`config.mk`:
```
export PLATFORM = sky130hd
export DESIGN_NAME = id_ex_hazard_reg
export DESIGN_NICKNAME = d
export VERILOG_FILES = /design/src/rtl/id_ex_hazard_reg.sv
export SDC_FILE = /design/constraint.sdc
export NUM_CORES = 1
export LEC_CHECK = 0
export BUFFER_PORTS_ARGS = -buffer_cell sky130_fd_sc_hd__buf_4
export CAP_MARGIN = 25
export CORE_MARGIN = 10
export CORE_UTILIZATION = 42
export DETAILED_ROUTE_END_ITERATION = 7
export GPL_TIMING_DRIVEN = 0
export PLACE_DENSITY_LB_ADDON = 0.2
export SETUP_SLACK_MARGIN = 0.2
export SYNTH_ARGS = -nofsm -noshare
export SYNTH_HDL_FRONTEND = slang
export SYNTH_SLANG_ARGS = --single-unit
export TNS_END_PERCENT = 10
```
`constraint.sdc`:
```
create_clock -name i_clock -period 2 [get_ports i_clock]
set_input_delay 0.3 -clock i_clock [delete_from_list [all_inputs] [get_ports i_clock]]
set_output_delay 0.3 -clock i_clock [all_outputs]
set_load 0.02 [all_outputs]
```
`src/rtl/id_ex_hazard_reg.sv`:
```
// ID/EX pipeline register with load-use hazard detection, flush/freeze control
// and a saturating count of inserted load-use bubbles.
module id_ex_hazard_reg #(
  parameter int NB_REG_ADDR = 5,
  parameter int NB_REG      = 32,
  parameter int NB_OPCODE   = 6,
  parameter int NB_CNT      = 16
) (
  input  logic                   i_clock,
  input  logic                   i_reset_n,
  input  logic                   i_freeze,
  input  logic                   i_flush,
  input  logic                   i_cnt_clear,
  input  logic                   i_valid_id,
  input  logic [NB_REG_ADDR-1:0] i_rs_id,
  input  logic [NB_REG_ADDR-1:0] i_rt_id,
  input  logic                   i_use_rt_id,
  input  logic [NB_REG_ADDR-1:0] i_rd_id,
  input  logic                   i_we_id,
  input  logic                   i_mem_read_id,
  input  logic [NB_OPCODE-1:0]   i_opcode_id,
  input  logic [NB_REG-1:0]      i_data_a_id,
  input  logic [NB_REG-1:0]      i_data_b_id,
  input  logic [NB_REG-1:0]      i_imm_id,
  output logic                   o_stall,
  output logic                   o_valid_ex,
  output logic [NB_REG_ADDR-1:0] o_rs_ex,
  output logic [NB_REG_ADDR-1:0] o_rt_ex,
  output logic [NB_REG_ADDR-1:0] o_rd_ex,
  output logic                   o_we_ex,
  output logic                   o_mem_read_ex,
  output logic [NB_OPCODE-1:0]   o_opcode_ex,
  output logic [NB_REG-1:0]      o_data_a_ex,
  output logic [NB_REG-1:0]      o_data_b_ex,
  output logic [NB_REG-1:0]      o_imm_ex,
  output logic [NB_CNT-1:0]      o_bubble_cnt
);

  logic hazard;
  logic rs_match;
  logic rt_match;
  logic load_bubble;

  assign rs_match    = (i_rs_id == o_rd_ex);
  assign rt_match    = i_use_rt_id && (i_rt_id == o_rd_ex);
  assign hazard      = o_valid_ex && o_mem_read_ex && o_we_ex && i_valid_id &&
                       (o_rd_ex != '0) && (rs_match || rt_match);
  // A squashed ID instruction must not hold the front end.
  assign o_stall     = hazard && !i_flush;
  assign load_bubble = i_flush || hazard;

  always_ff @(posedge i_clock or negedge i_reset_n) begin
    if (!i_reset_n) begin
      o_valid_ex    <= 1'b0;
      o_rs_ex       <= '0;
      o_rt_ex       <= '0;
      o_rd_ex       <= '0;
      o_we_ex       <= 1'b0;
      o_mem_read_ex <= 1'b0;
      o_opcode_ex   <= '0;
      o_data_a_ex   <= '0;
      o_data_b_ex   <= '0;
      o_imm_ex      <= '0;
    end else if (!i_freeze) begin
      if (load_bubble) begin
        o_valid_ex    <= 1'b0;
        o_rs_ex       <= '0;
        o_rt_ex       <= '0;
        o_rd_ex       <= '0;
        o_we_ex       <= 1'b0;
        o_mem_read_ex <= 1'b0;
        o_opcode_ex   <= '0;
        o_data_a_ex   <= '0;
        o_data_b_ex   <= '0;
        o_imm_ex      <= '0;
      end else begin
        o_valid_ex    <= i_valid_id;
        o_rs_ex       <= i_rs_id;
        o_rt_ex       <= i_rt_id;
        o_rd_ex       <= i_rd_id;
        // Writes to $0 are dropped here so forwarding never sees them.
        o_we_ex       <= i_we_id && i_valid_id && (i_rd_id != '0);
        o_mem_read_ex <= i_mem_read_id;
        o_opcode_ex   <= i_opcode_id;
        o_data_a_ex   <= i_data_a_id;
        o_data_b_ex   <= i_data_b_id;
        o_imm_ex      <= i_imm_id;
      end
    end
  end

  always_ff @(posedge i_clock or negedge i_reset_n) begin
    if (!i_reset_n) begin
      o_bubble_cnt <= '0;
    end else if (!i_freeze) begin
      if (i_cnt_clear) begin
        o_bubble_cnt <= '0;
      end else if (!i_flush && hazard && (o_bubble_cnt != '1)) begin
        o_bubble_cnt <= o_bubble_cnt + 1'b1;
      end
    end
  end

endmodule

```
==> Implementation_results.wiki <==
{| class="wikitable"
! Metric !! Value
|-
| Aggregate routed wire length || about 20000 um
|-
| Routed vias || approximately 5000
|-
| Crit path time final || ~2.1 ns
|-
| Highest-delay cell along the critical path || dfrtp_2
|-
| Total nets after synthesis || ~550
|-
| Slowest stage delay, CP || ~0.46 ns
|-
| Cell repeated most along the worst path || buf_6
|-
| Peak supply drop || 533 uV
|-
| Highest net fanout along the worst path || 4
|-
| Commonest register cell after synthesis || dfrtp_1
|-
| Data arrival time of the critical path || ~1.8 ns
|-
| Basic-gate share of the synthesized area counting and, or, nand and nor cells || around 8.0%
|-
| Maximum count of clock buffers along a single path || 2
|-
| Register area share after synthesis || around three fifths
|-
| Placed cell area || approximately 7800 sq um
|-
| Area occupied by multi-input gates || between 2000 and 2500 sq um
|-
| Row count || 41
|-
| Syn Inst Count || ~430
|-
| Total iterations of the first detailed-routing run || 5
|-
| Slew margin rel. || between 60% and 70%
|-
| Nets || 841
|-
| Port Buf Inserts || 260
|-
| DPL Wire Length || 14400 um
|-
| Buffers plus inverters on the worst setup path || 2
|-
| Clock root buffer || clkbuf_16
|-
| Final total negative setup slack || -0.569 ns
|-
| GPL Wtd Cong || 0.871
|-
| Maximum number of pins on one net before global-route repair || 76
|-
| Fraction of registers with async set/reset || 100%
|-
| Vias in the first global route || roughly 5300
|-
| Max-cap violations || 0
|-
| Skew final || around 0.0062 ns
|-
| Number of antenna violations at the first check in global routing || 0
|-
| Count of flip-flops with a built-in enable after synthesis || 0
|-
| Share of the cycle needed by the critical path after routing || 107%
|-
| CP Cell Sequence || xnor2_2 > nand3_2 > o22ai_4 > buf_6 > and3_4 > buf_6
|-
| Post-layout instance count excluding filler cells || 899
|-
| Starting DRC count in detailed routing || between 300 and 400
|-
| Synth unique cells || approximately 50
|-
| Reg2reg path depth || 8
|-
| Clk pin slew, worst setup/hold paths || around 0.060 ns
|-
| Parity-gate share of the synthesized area counting xor and xnor cells || 1.58%
|-
| Crit path kind || register to output pin
|-
| Num CTS Buffers || 17
|-
| Combinational family with the most area after synthesis || compound AO/OA/AOI/OAI gates
|-
| Placed Instances || 858
|-
| Share of synthesized area spent on multiplexers || 0%
|-
| Area share of fa/ha/maj cells after synthesis || less than 1%
|-
| I/O pin cnt || around 260
|-
| Wire length of the first global-routing pass || 29800 um
|-
| Share of the synthesized area in compound gates (AO/OA/AOI/OAI) || around 25%
|-
| Layout cells sized above 1 || 49.9%
|-
| Sum of overflow across all layers after global routing || 0
|-
| DRC Markers || 0
|-
| Cell area after synthesis || about 5500 sq um
|-
| Max frequency || between 400 and 500 MHz
|-
| Data required, critical path || 1.70 ns
|-
| Worst setup SP type || register
|-
| Number of synthesized register bits || 136
|-
| RSZ-0062 raised after global routing || true
|-
| Routed vias/inst || around 5.5
|-
| Max Transition Viols Final || 0
|-
| Total Routing Usage GR || between 20% and 30%
|-
| Area of the core || approximately 13000 sq um
|-
| Worst hold path type || input pin to register
|-
| Slew at the pin closest to its max-slew limit || slightly below 0.6 ns
|-
| Failing checks || negative setup slack
|-
| Outcome || complete, but fails checks
|-
| Die Width || around 130 um
|-
| Count of antenna diodes in the layout || 0
|-
| Yosys warning count || 0
|-
| Nature of the critical path endpoint || output pin
|-
| Hold Path Stages || 2
|-
| Final cell area excluding filler cells || between 8000 and 9000 sq um
|-
| P&R area growth vs syn || 57.4%
|-
| Fin util || between 60 and 70%
|-
| TritonCTS clock tree || done
|-
| Areal power density over the cells || around 870 nW/um^2
|-
| Sequential cell area in the final layout || roughly 3400 sq um
|-
| Mean instance size in the synthesized netlist || ~13 sq um
|-
| Total die area || roughly 18000 sq um
|-
| Vertical die dimension || 135 um
|-
| Initial Utilization || a little over two fifths
|-
| Clock insertion delay at the later pin of the skew report || about 0.42 ns
|-
| Number of fill cells in the layout || between 900 and 1000
|-
| Number of sinks handled by clock tree synthesis || 136
|-
| Cell depth of the worst setup path || 6
|-
| Family of cells with the greatest summed delay on the critical path || flip-flops
|-
| Final critical-path setup slack || -0.144 ns
|-
| Total leakage power || ~4.3 nW
|-
| Total number of H-tree levels || 4
|-
| Final ANT Viol Nets || 0
|-
| Total count of hold-check failures in the final report || 0
|-
| Final hold slack || 0.0967 ns
|-
| Average routed wire per standard cell || 21.7 um
|-
| Number of setup violations in the final report || 16
|}
-- cells in the final DEF (no fill, tap or decap), types with 3 or more instances in the layout --
master	netlist	final
a221o_1	3	3
inv_1	6	6
buf_4	1	266
nor2_1	11	11
xnor2_2	0	6
nand3_1	16	15
clkbuf_1	22	18
bufinv_16	0	3
a22o_1	120	120
nand4_1	7	7
a21oi_1	3	3
dfrtp_2	0	19
o311a_1	3	3
xnor2_1	10	4
clkbuf_16	0	18
buf_6	1	14
clkinv_4	0	4
and3_1	5	3
o311ai_2	1	3
and3_4	1	3
nor3_1	5	3
o311ai_1	0	5
nand2_1	16	16
clkinv_2	0	3
dfrtp_1	136	117
o211ai_1	5	5
clkinvlp_4	0	4
-- path summary, 6_finish.rpt --
kind | startpoint | endpoint | slack [ns]
setup reg to reg | o_rd_ex[0] | o_bubble_cnt[4] | -0.05
setup / recovery | o_rd_ex[0] | o_stall | -0.14
hold / removal | i_data_a_id[17] | o_data_a_ex[17] | 0.1
hold reg to reg | o_imm_ex[2] | o_imm_ex[2] | 0.51
max in group asynchronous | i_reset_n | o_bubble_cnt[6] | 0.77
min in group asynchronous | i_reset_n | o_bubble_cnt[12] | 0.44
-- metrics by stage --
stage / setup slack [ns] / power (mW)
2_1_floorplan: 0.0730 / 3.65
3_3_place_gp: -0.568 / 4.32
3_5_place_dp: -0.635 / 4.36
4_1_cts: -0.115 / 7.59
5_1_grt: -0.201 / 7.87
6_report: -0.144 / 7.58
-- cell type report --
type,count,area share [%]
buffer,37,3.78
clock buffer,17,4.89
clock inverter,15,2.06
inverter,6,0.259
multi-input combinational,246,23.5
sequential,136,39.4
tap,172,2.47
timing repair buffer,270,23.6
-- power breakdown --
part	switching, mW	internal, mW	leakage, nW
Combinational	0.666	0.637	2.28
Sequential	0.134	2.95	1.76
Clock	1.24	1.96	0.285
Total	2.04	5.54	4.32
-- metal layers --
layer | part of all wire (%) | track usage [%] | vias to the layer above
li1 | - | - | 2237
met1 | 38 | 23.8 | 2452
met2 | 49 | 34.2 | 249
met3 | 12 | 10.1 | 18
met4 | 1.0 | 5.80 | 0
met5 | 0 | 0 | -
-- cell usage after synthesis, types with 5 or more instances --
master / number / share of area [%]
nor3_1: 5 / 0.45
buf_2: 10 / 0.91
o211ai_1: 5 / 0.68
o311ai_0: 7 / 1.1
clkbuf_1: 22 / 1.5
nand2_1: 16 / 1.1
nand3_1: 16 / 1.4
and3_1: 5 / 0.57
nand4_1: 7 / 0.79
a22o_1: 120 / 19
xnor2_1: 10 / 1.6
inv_1: 6 / 0.41
nor2_1: 11 / 0.75
dfrtp_1: 136 / 62
-- kinds of logic after synthesis --
family	count (synthesis)
buffers and inverters	43
flip-flops	136
AND/OR/NAND/NOR	79
XOR/XNOR	10
AO/OA/AOI/OAI	156
adder cells (fa/ha/maj)	1
-- flip-flops by register name (all words and copies together) (netlist names) --
name,flops
o_bubble_cnt,16
o_data_a_ex,32
o_data_b_ex,32
o_imm_ex,32
o_mem_read_ex,1
o_opcode_ex,6
o_rd_ex,5
o_rs_ex,5
o_rt_ex,5
o_valid_ex,1
o_we_ex,1
-- timing repair --
item,CTS,global route
gates resized for setup,24,50
hold endpoints to repair,61,0
pin swaps,13,15
endpoints found under the setup margin,137,137
buffers inserted,6,2
hold buffers,1,0
Note: power is estimated with default switching activity, not from simulation.
